`src/rtl/zbt_image_reader.sv`:
```
// ZBT image reader: fetches a burst of 36-bit words from ZBT SRAM and unpacks
// each word into four 8-bit pixels (byte 0 first) on a valid/ready stream.
//
// Ports:
//   clk, reset        - rising-edge clock, synchronous active-high reset
//   start             - one-cycle burst request (ignored while busy)
//   base_addr         - first ZBT word address of the burst
//   num_words         - burst length in words (0 gives an immediate done pulse)
//   zbt_addr, zbt_re  - registered ZBT read address and strobe
//   zbt_rdata         - read data, valid RD_LAT cycles after its zbt_re
//   pixel, pixel_valid, pixel_ready - unpacked pixel stream
//   busy              - burst in progress
//   done              - one-cycle pulse after the last pixel is accepted
module zbt_image_reader #(
  parameter int unsigned ADDR_W = 19,
  parameter int unsigned RD_LAT = 2
) (
  input  logic              clk,
  input  logic              reset,
  input  logic              start,
  input  logic [ADDR_W-1:0] base_addr,
  input  logic [ADDR_W-1:0] num_words,
  output logic [ADDR_W-1:0] zbt_addr,
  output logic              zbt_re,
  input  logic [35:0]       zbt_rdata,
  output logic [7:0]        pixel,
  output logic              pixel_valid,
  input  logic              pixel_ready,
  output logic              busy,
  output logic              done
);

  typedef enum logic [1:0] {StIdle, StFetch, StDrain} state_e;

  state_e            state_q, state_d;
  logic [ADDR_W-1:0] next_addr_q, next_addr_d;  // address of the next read to issue
  logic [ADDR_W-1:0] remaining_q, remaining_d;  // reads still to issue
  logic [ADDR_W-1:0] zbt_addr_q, zbt_addr_d;
  logic              zbt_re_q, zbt_re_d;
  logic              done_q, done_d;
  logic [RD_LAT-1:0] inflight_q;

  logic [31:0] fifo_mem_q [4];
  logic [1:0]  wr_ptr_q, rd_ptr_q;
  logic [2:0]  count_q;
  logic [1:0]  idx_q;

  logic [2:0]  outstanding;
  logic [3:0]  occupancy;
  logic [31:0] head;
  logic        issue, fifo_wr, accept, fifo_pop, last_accept;
  logic        unused_rdata;

  assign unused_rdata = ^zbt_rdata[35:32];

  // Reads on the bus now plus reads still in the latency pipe; the tap stage is
  // counted because its word lands in the FIFO only at the end of this cycle.
  always_comb begin
    outstanding = {2'b00, zbt_re_q};
    for (int i = 0; i < int'(RD_LAT); i++) begin
      outstanding = outstanding + {2'b00, inflight_q[i]};
    end
  end

  // Pops are ignored here, so issuing never lets the FIFO overflow.
  assign occupancy = {1'b0, outstanding} + {1'b0, count_q};
  assign issue     = (state_q == StFetch) && (remaining_q != '0) && (occupancy < 4'd4);
  assign fifo_wr   = inflight_q[RD_LAT-1];

  assign head        = fifo_mem_q[rd_ptr_q];
  assign pixel_valid = (count_q != 3'd0);
  assign pixel       = pixel_valid ? head[{idx_q, 3'b000} +: 8] : 8'h00;
  assign accept      = pixel_valid && pixel_ready;
  assign fifo_pop    = accept && (idx_q == 2'd3);
  assign last_accept = (state_q == StDrain) && fifo_pop && (count_q == 3'd1) &&
                       (outstanding == 3'd0);

  always_comb begin
    state_d     = state_q;
    next_addr_d = next_addr_q;
    remaining_d = remaining_q;
    zbt_addr_d  = zbt_addr_q;
    zbt_re_d    = 1'b0;
    done_d      = 1'b0;
    unique case (state_q)
      StIdle: begin
        if (start) begin
          if (num_words != '0) begin
            next_addr_d = base_addr;
            remaining_d = num_words;
            state_d     = StFetch;
          end else begin
            done_d = 1'b1;
          end
        end
      end
      StFetch: begin
        if (issue) begin
          zbt_re_d    = 1'b1;
          zbt_addr_d  = next_addr_q;
          next_addr_d = next_addr_q + 1'b1;
          remaining_d = remaining_q - 1'b1;
        end
        // remaining reaches zero in the cycle the last strobe is on the bus
        if (remaining_q == '0) begin
          state_d = StDrain;
        end
      end
      StDrain: begin
        if (last_accept) begin
          state_d = StIdle;
          done_d  = 1'b1;
        end
      end
      default: state_d = StIdle;
    endcase
  end

  always_ff @(posedge clk) begin
    if (reset) begin
      state_q     <= StIdle;
      next_addr_q <= '0;
      remaining_q <= '0;
      zbt_addr_q  <= '0;
      zbt_re_q    <= 1'b0;
      done_q      <= 1'b0;
      inflight_q  <= '0;
      wr_ptr_q    <= 2'd0;
      rd_ptr_q    <= 2'd0;
      count_q     <= 3'd0;
      idx_q       <= 2'd0;
    end else begin
      state_q     <= state_d;
      next_addr_q <= next_addr_d;
      remaining_q <= remaining_d;
      zbt_addr_q  <= zbt_addr_d;
      zbt_re_q    <= zbt_re_d;
      done_q      <= done_d;
      inflight_q[0] <= zbt_re_q;
      for (int i = 1; i < int'(RD_LAT); i++) begin
        inflight_q[i] <= inflight_q[i-1];
      end
      if (fifo_wr) wr_ptr_q <= wr_ptr_q + 2'd1;
      if (fifo_pop) rd_ptr_q <= rd_ptr_q + 2'd1;
      count_q <= count_q + {2'b00, fifo_wr} - {2'b00, fifo_pop};
      if (accept) idx_q <= idx_q + 2'd1;
    end
  end

  // Storage needs no reset: pixel is gated by the reset-cleared count.
  always_ff @(posedge clk) begin
    if (!reset && fifo_wr) begin
      fifo_mem_q[wr_ptr_q] <= zbt_rdata[31:0];
    end
  end

  assign zbt_addr = zbt_addr_q;
  assign zbt_re   = zbt_re_q;
  assign busy     = (state_q != StIdle);
  assign done     = done_q;

endmodule
```
`config.mk`:
```
export PLATFORM = sky130hd
export DESIGN_NAME = zbt_image_reader
export DESIGN_NICKNAME = d
export VERILOG_FILES = /design/src/rtl/zbt_image_reader.sv
export SDC_FILE = /design/constraint.sdc
export NUM_CORES = 1
export LEC_CHECK = 0
export ABC_CLOCK_PERIOD_IN_PS = 8800
export CELL_PAD_IN_SITES_DETAIL_PLACEMENT = 1
export CELL_PAD_IN_SITES_GLOBAL_PLACEMENT = 2
export CORE_UTILIZATION = 31
export CTS_CLUSTER_SIZE = 30
export DETAILED_ROUTE_END_ITERATION = 10
export GPL_ROUTABILITY_DRIVEN = 0
export PLACE_DENSITY = 0.66
export SLEW_MARGIN = 40
export SYNTH_ARGS = -nofsm -noshare
export SYNTH_HDL_FRONTEND = slang
export SYNTH_SLANG_ARGS = --single-unit
```
`constraint.sdc`:
```
create_clock -name clk -period 8.8 [get_ports clk]
set_clock_uncertainty 0.1 [all_clocks]
set_input_delay 1.76 -clock clk [delete_from_list [all_inputs] [get_ports clk]]
set_output_delay 1.76 -clock clk [all_outputs]
set_load 0.01 [all_outputs]
```
==> results of run 1 <==
-- cell usage after synthesis (4+ instances only) --
cell,number,share of area
edfxtp_1,128,0.44
dfxtp_1,74,0.17
nand2_1,65,0.028
nor2_1,61,0.026
a21oi_1,48,0.028
mux4_2,40,0.10
clkbuf_1,32,0.014
o21ai_0,30,0.017
mux2i_1,20,0.023
nor3_1,20,0.012
and2_1,13,0.0094
ha_1,11,0.016
nand2b_1,11,0.0079
nand3_1,11,0.0063
nand4_1,9,0.0065
inv_1,8,0.0035
nor2b_1,7,0.0050
o32ai_1,7,0.0071
a211oi_1,6,0.0052
nor4_1,6,0.0043
o31ai_1,6,0.0052
a22o_1,5,0.0050
buf_1,5,0.0022
o21a_1,5,0.0043
o21ai_1,5,0.0029
buf_2,4,0.0023
o41ai_1,4,0.0040
-- power by group --
| group | internal [mW] | switching, mW |
|---|---|---|
| clock network | 0.577 | 0.391 |
| logic | 0.114 | 0.156 |
| registers | 1.04 | 0.0334 |
-- cell families (layout without fill, tap and decap cells) --
| group | after synthesis | in the layout | share of synthesized area |
|---|---|---|---|
| multiplexers | 60 | 60 | 0.1269 |
| adder cells (fa/ha/maj) | 13 | 13 | 0.02048 |
| flip-flops | 202 | 202 | 0.6137 |
| AO/OA/AOI/OAI | 130 | 130 | 0.09171 |
| AND/OR/NAND/NOR | 217 | 217 | 0.1168 |
| buffers and inverters | 52 | 170 | 0.02437 |
| XOR/XNOR | 6 | 6 | 0.006057 |
-- worst max-delay path by stage --
stage	start	end	slack [ps]	depth (start not counted)
after global placement	num_words[5]	next_addr_q[8]	4090	8
after global routing	register	pixel[7]	3660	5
after CTS	register	pixel[7]	3760	5
after floorplan	register	pixel[0]	4690	5
after detailed placement	num_words[5]	next_addr_q[8]	4070	8
final	register	pixel[7]	3830	5
-- worst max-delay path: cells and delay by family (launching register included) --
kind,cells,cell delay [ps]
DFF,1,310
muxes,2,1060
and+or+nand+nor,1,190
buffers and inverters,2,1000
-- layer usage --
layer	routed length, um	track usage
met1	9702	0.1941
met2	10620	0.2714
met3	840	0.02775
met4	362	0.03251
met5	27	0
-- cell type report --
type,count,share of cell area
sequential,202,0.4889
timing repair buffer,116,0.1040
multi-input combinational,426,0.2889
inverter,8,0.002755
tap,372,0.04271
clock buffer,37,0.06705
clock inverter,9,0.005741
-- registers in the layout, summed over array words and instances, names as in the netlist, named ones only --
signal	flops
state_q	2
wr_ptr_q	2
zbt_addr	19
next_addr_q	19
done	1
rd_ptr_q	2
count_q	3
idx_q	2
inflight_q	2
fifo_mem_q	128
zbt_re	1
remaining_q	19
-- stage by stage --
stage          power (mW)  area (sq um)  instances  utilization
6_report            2.307         10900       1170       0.4010
5_1_grt             2.410         10900       1170       0.4010
4_1_cts             2.339         10890       1170       0.4006
3_5_place_dp        1.361         10090       1124       0.3715
3_3_place_gp        1.349         10090       1124       0.3713
2_1_floorplan       1.247          8677        680            -
-- layout by cell type (no fill, tap or decap), types with 8 or more instances in the layout --
| master | netlist | final |
|---|---|---|
| clkdlybuf4s50_1 | 0 | 103 |
| inv_1 | 8 | 8 |
| ha_1 | 11 | 11 |
| a21oi_1 | 48 | 48 |
| nand2b_1 | 11 | 10 |
| and2_1 | 13 | 13 |
| dfxtp_1 | 74 | 72 |
| nand2_1 | 65 | 65 |
| mux4_2 | 40 | 40 |
| o21ai_0 | 30 | 30 |
| nand3_1 | 11 | 11 |
| clkbuf_16 | 0 | 25 |
| nand4_1 | 9 | 9 |
| edfxtp_1 | 128 | 128 |
| nor3_1 | 20 | 19 |
| mux2i_1 | 20 | 20 |
| nor2_1 | 61 | 61 |
| buf_4 | 3 | 10 |
==> impl_metrics.csv, run 1 <==
group,metric,value,unit
global_routing,grt_pass1_wl,34470,um
global_routing,grt_remaining_overflow,0,
sta,hold_viol,0,
critical_path,cpMaxStageDelayCell,"mux4_2",
clock_tree,cts_setup_buffers,0,
min_path,min_from,"remaining_q[7]",
critical_path,worstRegToRegCells,8,
yosys,avgSynthCellArea,12.76,sq um
clock_tree,clk_latency,520,ps
critical_path,max_stage_delay,590,ps
clock_tree,clkTransAtPathRegs,50,ps
critical_path,critPathMaxFanout,32,
sta,setup_slack,3830,ps
critical_path,arrival,3110,ps
floorplan,initial_utilization,0.3193,
critical_path,cp_common_cell,"mux4_2",
drt,drtIter0Drc,328,
sta,slew_headroom,0.4532,
global_routing,grt_max_degree,86,
place,portBuffers,104,
global_routing,grt_pass1_vias,6368,
floorplan,die_x,169.3,um
drt,ant_nets,0,
sta,rsz0062_at_grt,"no",
sta,drv_slew,0,
sta,tightest_slew,812.7,ps
finish,fin_nets,870,
drt,drt_pass1_iterations,6,
finish,layout-drive-gt1-share,0.1266,
drt,viasPerCell,5.014,
power_and_ir_drop,ir_drop,0.09577,mV
drt,vias,5866,
yosys,synthArstFlopShare,0,
yosys,yosysSeqAreaShare,0.6137,
yosys,synth.net_count,771,
min_path,hold_class,"reg -> reg",
critical_path,startpoint_type,"register",
yosys,synth_edf_count,128,
place,hpwl,13510,um
job,drv_cap,0,
floorplan,die_area,0.02866,sq mm
critical_path,crit_chain,"buf_4 -> mux4_2 -> mux4_2 -> and2_1 -> clkdlybuf4s50_1",
clock_tree,post_cts_resized,0,
min_path,holdPathStages,2,
yosys,synth_cell_type_count,49,
yosys,synth_flop_cell,"edfxtp_1",
power_and_ir_drop,powerDensity,211.7,mW/mm^2
clock_tree,numClockSinks,202,
global_routing,antenna_found_initial,2,
finish,synthToLayoutAreaGrowth,25.60,%
critical_path,path_class,"reg -> out",
clock_tree,cts.htree.levels,1,
yosys,ys.warnings.count,0,
sta,finalSetupViolCount,0,
clock_tree,cts_tree,"yes",
clock_tree,cts_buffers,25,
place,pre_cts_slack,4073,ps
sta,hold_ws,380.3,ps
critical_path,rr_endpoint,"next_addr_q[8]",
yosys,syn_area,0.008677,sq mm
clock_tree,cts_hold_buffers,0,
min_path,whs_endpoint,"remaining_q[7]",
critical_path,crit_path_end_kind,"output pin",
yosys,netlist_instances,680,
critical_path,rrSetupSlack,5580,ps
finish,fillers,2873,
sta,post-route-period-util,0.5648,
floorplan,num_rows,60,
critical_path,cp_data_required_time,6940,ps
clock_tree,clock_path_buffers,3,
sta,tns,0,ps
status,status,"complete, no violations",
yosys,synth_seq_cells,202,
power_and_ir_drop,leakage,3.680,nW
sta,clock.fmax,201.2,MHz
finish,seq_area,0.005328,sq mm
drt,drc,0,
floorplan,die_h,169.3,um
floorplan,io_pins,109,
finish,multi_input_area,0.003148,sq mm
drt,postRouteWirelength,21550,um
clock_tree,cts_root_buf,"clkbuf_16",
sta,period_minus_slack,4970,ps
drt,wl_per_cell,18.42,um
finish,diodes,0,
critical_path,reg2reg_from,"remaining_q[13]",
global_routing,grtUsageTotal,0.1531,
floorplan,core,0.02718,sq mm
No activity file was read; power rests on OpenSTA's default activity.
==> inputs of run 2 (changes only) <==
ABC_CLOCK_PERIOD_IN_PS = 4900   (was 8800)
clock period = 4.9 ns   (was 8.8 ns; I/O delays follow)
==> run 2 against run 1 <==
Against the previous run: total power is 73% higher; sequential cell count stayed put; clock-buffer cell count is 8 lower; register-to-register slack worse by 4300 ps; largest cell class unchanged; global-route usage is 0.19 points higher; combinational power is 82% higher; worst hold slack better by 6.7 ps; highest routed layer is now met4; first-iteration DRC count is 21% lower; cell area is 0.77% lower; sequential share of layout area is 0.38 points higher; cell count is 0.26% lower; worst setup slack worse by 3200 ps.
==> impl_metrics.csv, run 2 (same netlist as run 1, synthesis figures left out) <==
group,metric,value,unit
finish,layout-drive-gt1-share,0.1182,
sta,finalSetupViolCount,0,
global_routing,grt_remaining_overflow,0,
critical_path,critPathMaxFanout,15,
place,hpwl,14090,um
status,status,"complete, no violations",
sta,rsz0062_at_grt,"no",
finish,final_cell_mix,"128 x edfxtp_1, 103 x clkdlybuf4s50_1, 72 x dfxtp_1",
critical_path,path_class,"reg -> out",
finish,fillers,2913,
critical_path,max_stage_delay,660,ps
critical_path,arrival,3200,ps
finish,regMostFlops,"fifo_mem_q",
floorplan,die_area,0.02866,sq mm
clock_tree,numClockSinks,202,
drt,postRouteWirelength,21910,um
floorplan,initial_utilization,0.3193,
clock_tree,cts_setup_buffers,0,
power_and_ir_drop,intPower,2.974,mW
drt,drc,0,
finish,synthToLayoutAreaGrowth,24.63,%
clock_tree,clk_latency,510,ps
power_and_ir_drop,seqPwrFrac,0.482,
power_and_ir_drop,sw_frac_of_total,0.2546,
sta,tns,0,ps
finish,largest_register_ffs,128,
global_routing,grt_pass1_vias,6320,
clock_tree,clock_path_buffers,3,
drt,ant_nets,0,
sta,period_minus_slack,4283,ps
sta,clock.fmax,233.5,MHz
global_routing,antenna_found_initial,0,
finish,fin_nets,870,
clock_tree,cts_buffers,23,
power_and_ir_drop,p_clk_frac,0.396,
drt,drt_pass1_iterations,4,
sta,hold_viol,0,
drt,viasPerCell,5.011,
floorplan,die_h,169.3,um
floorplan,die_x,169.3,um
global_routing,grtUsageTotal,0.1550,
sta,slew_headroom,0.5066,
floorplan,core,0.02718,sq mm
finish,final_common_cell,"edfxtp_1",
clock_tree,post_cts_resized,0,
clock_tree,cts.htree.levels,1,
floorplan,io_pins,109,
power_and_ir_drop,ir_drop,0.1732,mV
power_and_ir_drop,switchingPower,1.016,mW
drt,vias,5848,
global_routing,grt_max_degree,85,
drt,drtIter0Drc,260,
finish,diodes,0,
drt,wl_per_cell,18.78,um
sta,post-route-period-util,0.8742,
place,portBuffers,104,
power_and_ir_drop,powerDensity,369.0,mW/mm^2
sta,drv_slew,0,
clock_tree,clkTransAtPathRegs,60,ps
clock_tree,cts_root_buf,"clkbuf_16",
power_and_ir_drop,leakage,3.640,nW
job,drv_cap,0,
clock_tree,cts_tree,"yes",
global_routing,grt_pass1_wl,34920,um
min_path,hold_class,"reg -> reg",
critical_path,cp_data_required_time,3820,ps
critical_path,cpMaxStageDelayCell,"dfxtp_2",
critical_path,crit_chain,"buf_4 -> mux4_2 -> mux4_2 -> and2_1 -> clkdlybuf4s50_1",
power_and_ir_drop,design_power_total,3.990,mW
clock_tree,cts_hold_buffers,0,
floorplan,num_rows,60,
critical_path,startpoint_type,"register",
critical_path,crit_path_end_kind,"output pin",
critical_path,cp_common_cell,"mux4_2",
power_and_ir_drop,combPwrFrac,0.122,
sta,tightest_slew,733.4,ps
-- run 2: final timing paths --
path	slack, ps	cells after the start	start	to
setup / recovery	620	5	register	pixel[7]
hold / removal	390	2	remaining_q[4]	remaining_q[4]
setup reg to reg	1250	10	inflight_q[1]	next_addr_q[8]
hold reg to reg	390	2	remaining_q[4]	remaining_q[4]
-- run 2: critical path, delay by kind of cell, from the launching register on --
family	cells	cell delay (ps)
muxes	2	1000
buffers and inverters	2	830
and+or+nand+nor	1	190
DFF	1	660
-- run 2: routing by layer --
| metal | vias to the layer above | global-route usage | share of wire |
|---|---|---|---|
| li1 | 2766 | - | - |
| met1 | 2917 | 0.1992 | 0.45 |
| met2 | 137 | 0.2738 | 0.49 |
| met3 | 28 | 0.02449 | 0.041 |
| met4 | 0 | 0.03447 | 0.016 |
| met5 | - | 0 | 0 |
-- run 2: per-stage QoR --
stage                     instances  utilization  instance area (sq um)  hold WS (ps)  worst slack, ps
after floorplan                 680            -                   8677         348.8             1571
after global placement         1126       0.3719                  10110         364.7            942.1
after detailed placement       1126       0.3719                  10110         382.9            913.3
after CTS                      1167       0.3974                  10800         391.7            517.6
after global routing           1167       0.3979                  10810         402.5            416.1
final                          1167       0.3979                  10810         387.0            616.6
-- run 2: power by group through the flow --
stage	Sequential [mW]	Clock [mW]	Combinational [mW]
4_1_cts	1.92	1.64	0.495
2_1_floorplan	1.94	0	0.300
3_3_place_gp	1.95	0	0.474
6_report	1.92	1.58	0.489
5_1_grt	1.93	1.70	0.543
3_5_place_dp	1.96	0	0.493
-- run 2: final cells by class --
class	count	area, sq um	area share
Clock buffer	29	628.1	0.05808
Clock inverter	12	66.31	0.006132
Inverter	8	30.03	0.002777
Multi-Input combinational cell	426	3148	0.2911
Sequential cell	202	5328	0.4927
Tap cell	372	465.4	0.04304
Timing Repair Buffer	118	1149	0.1062
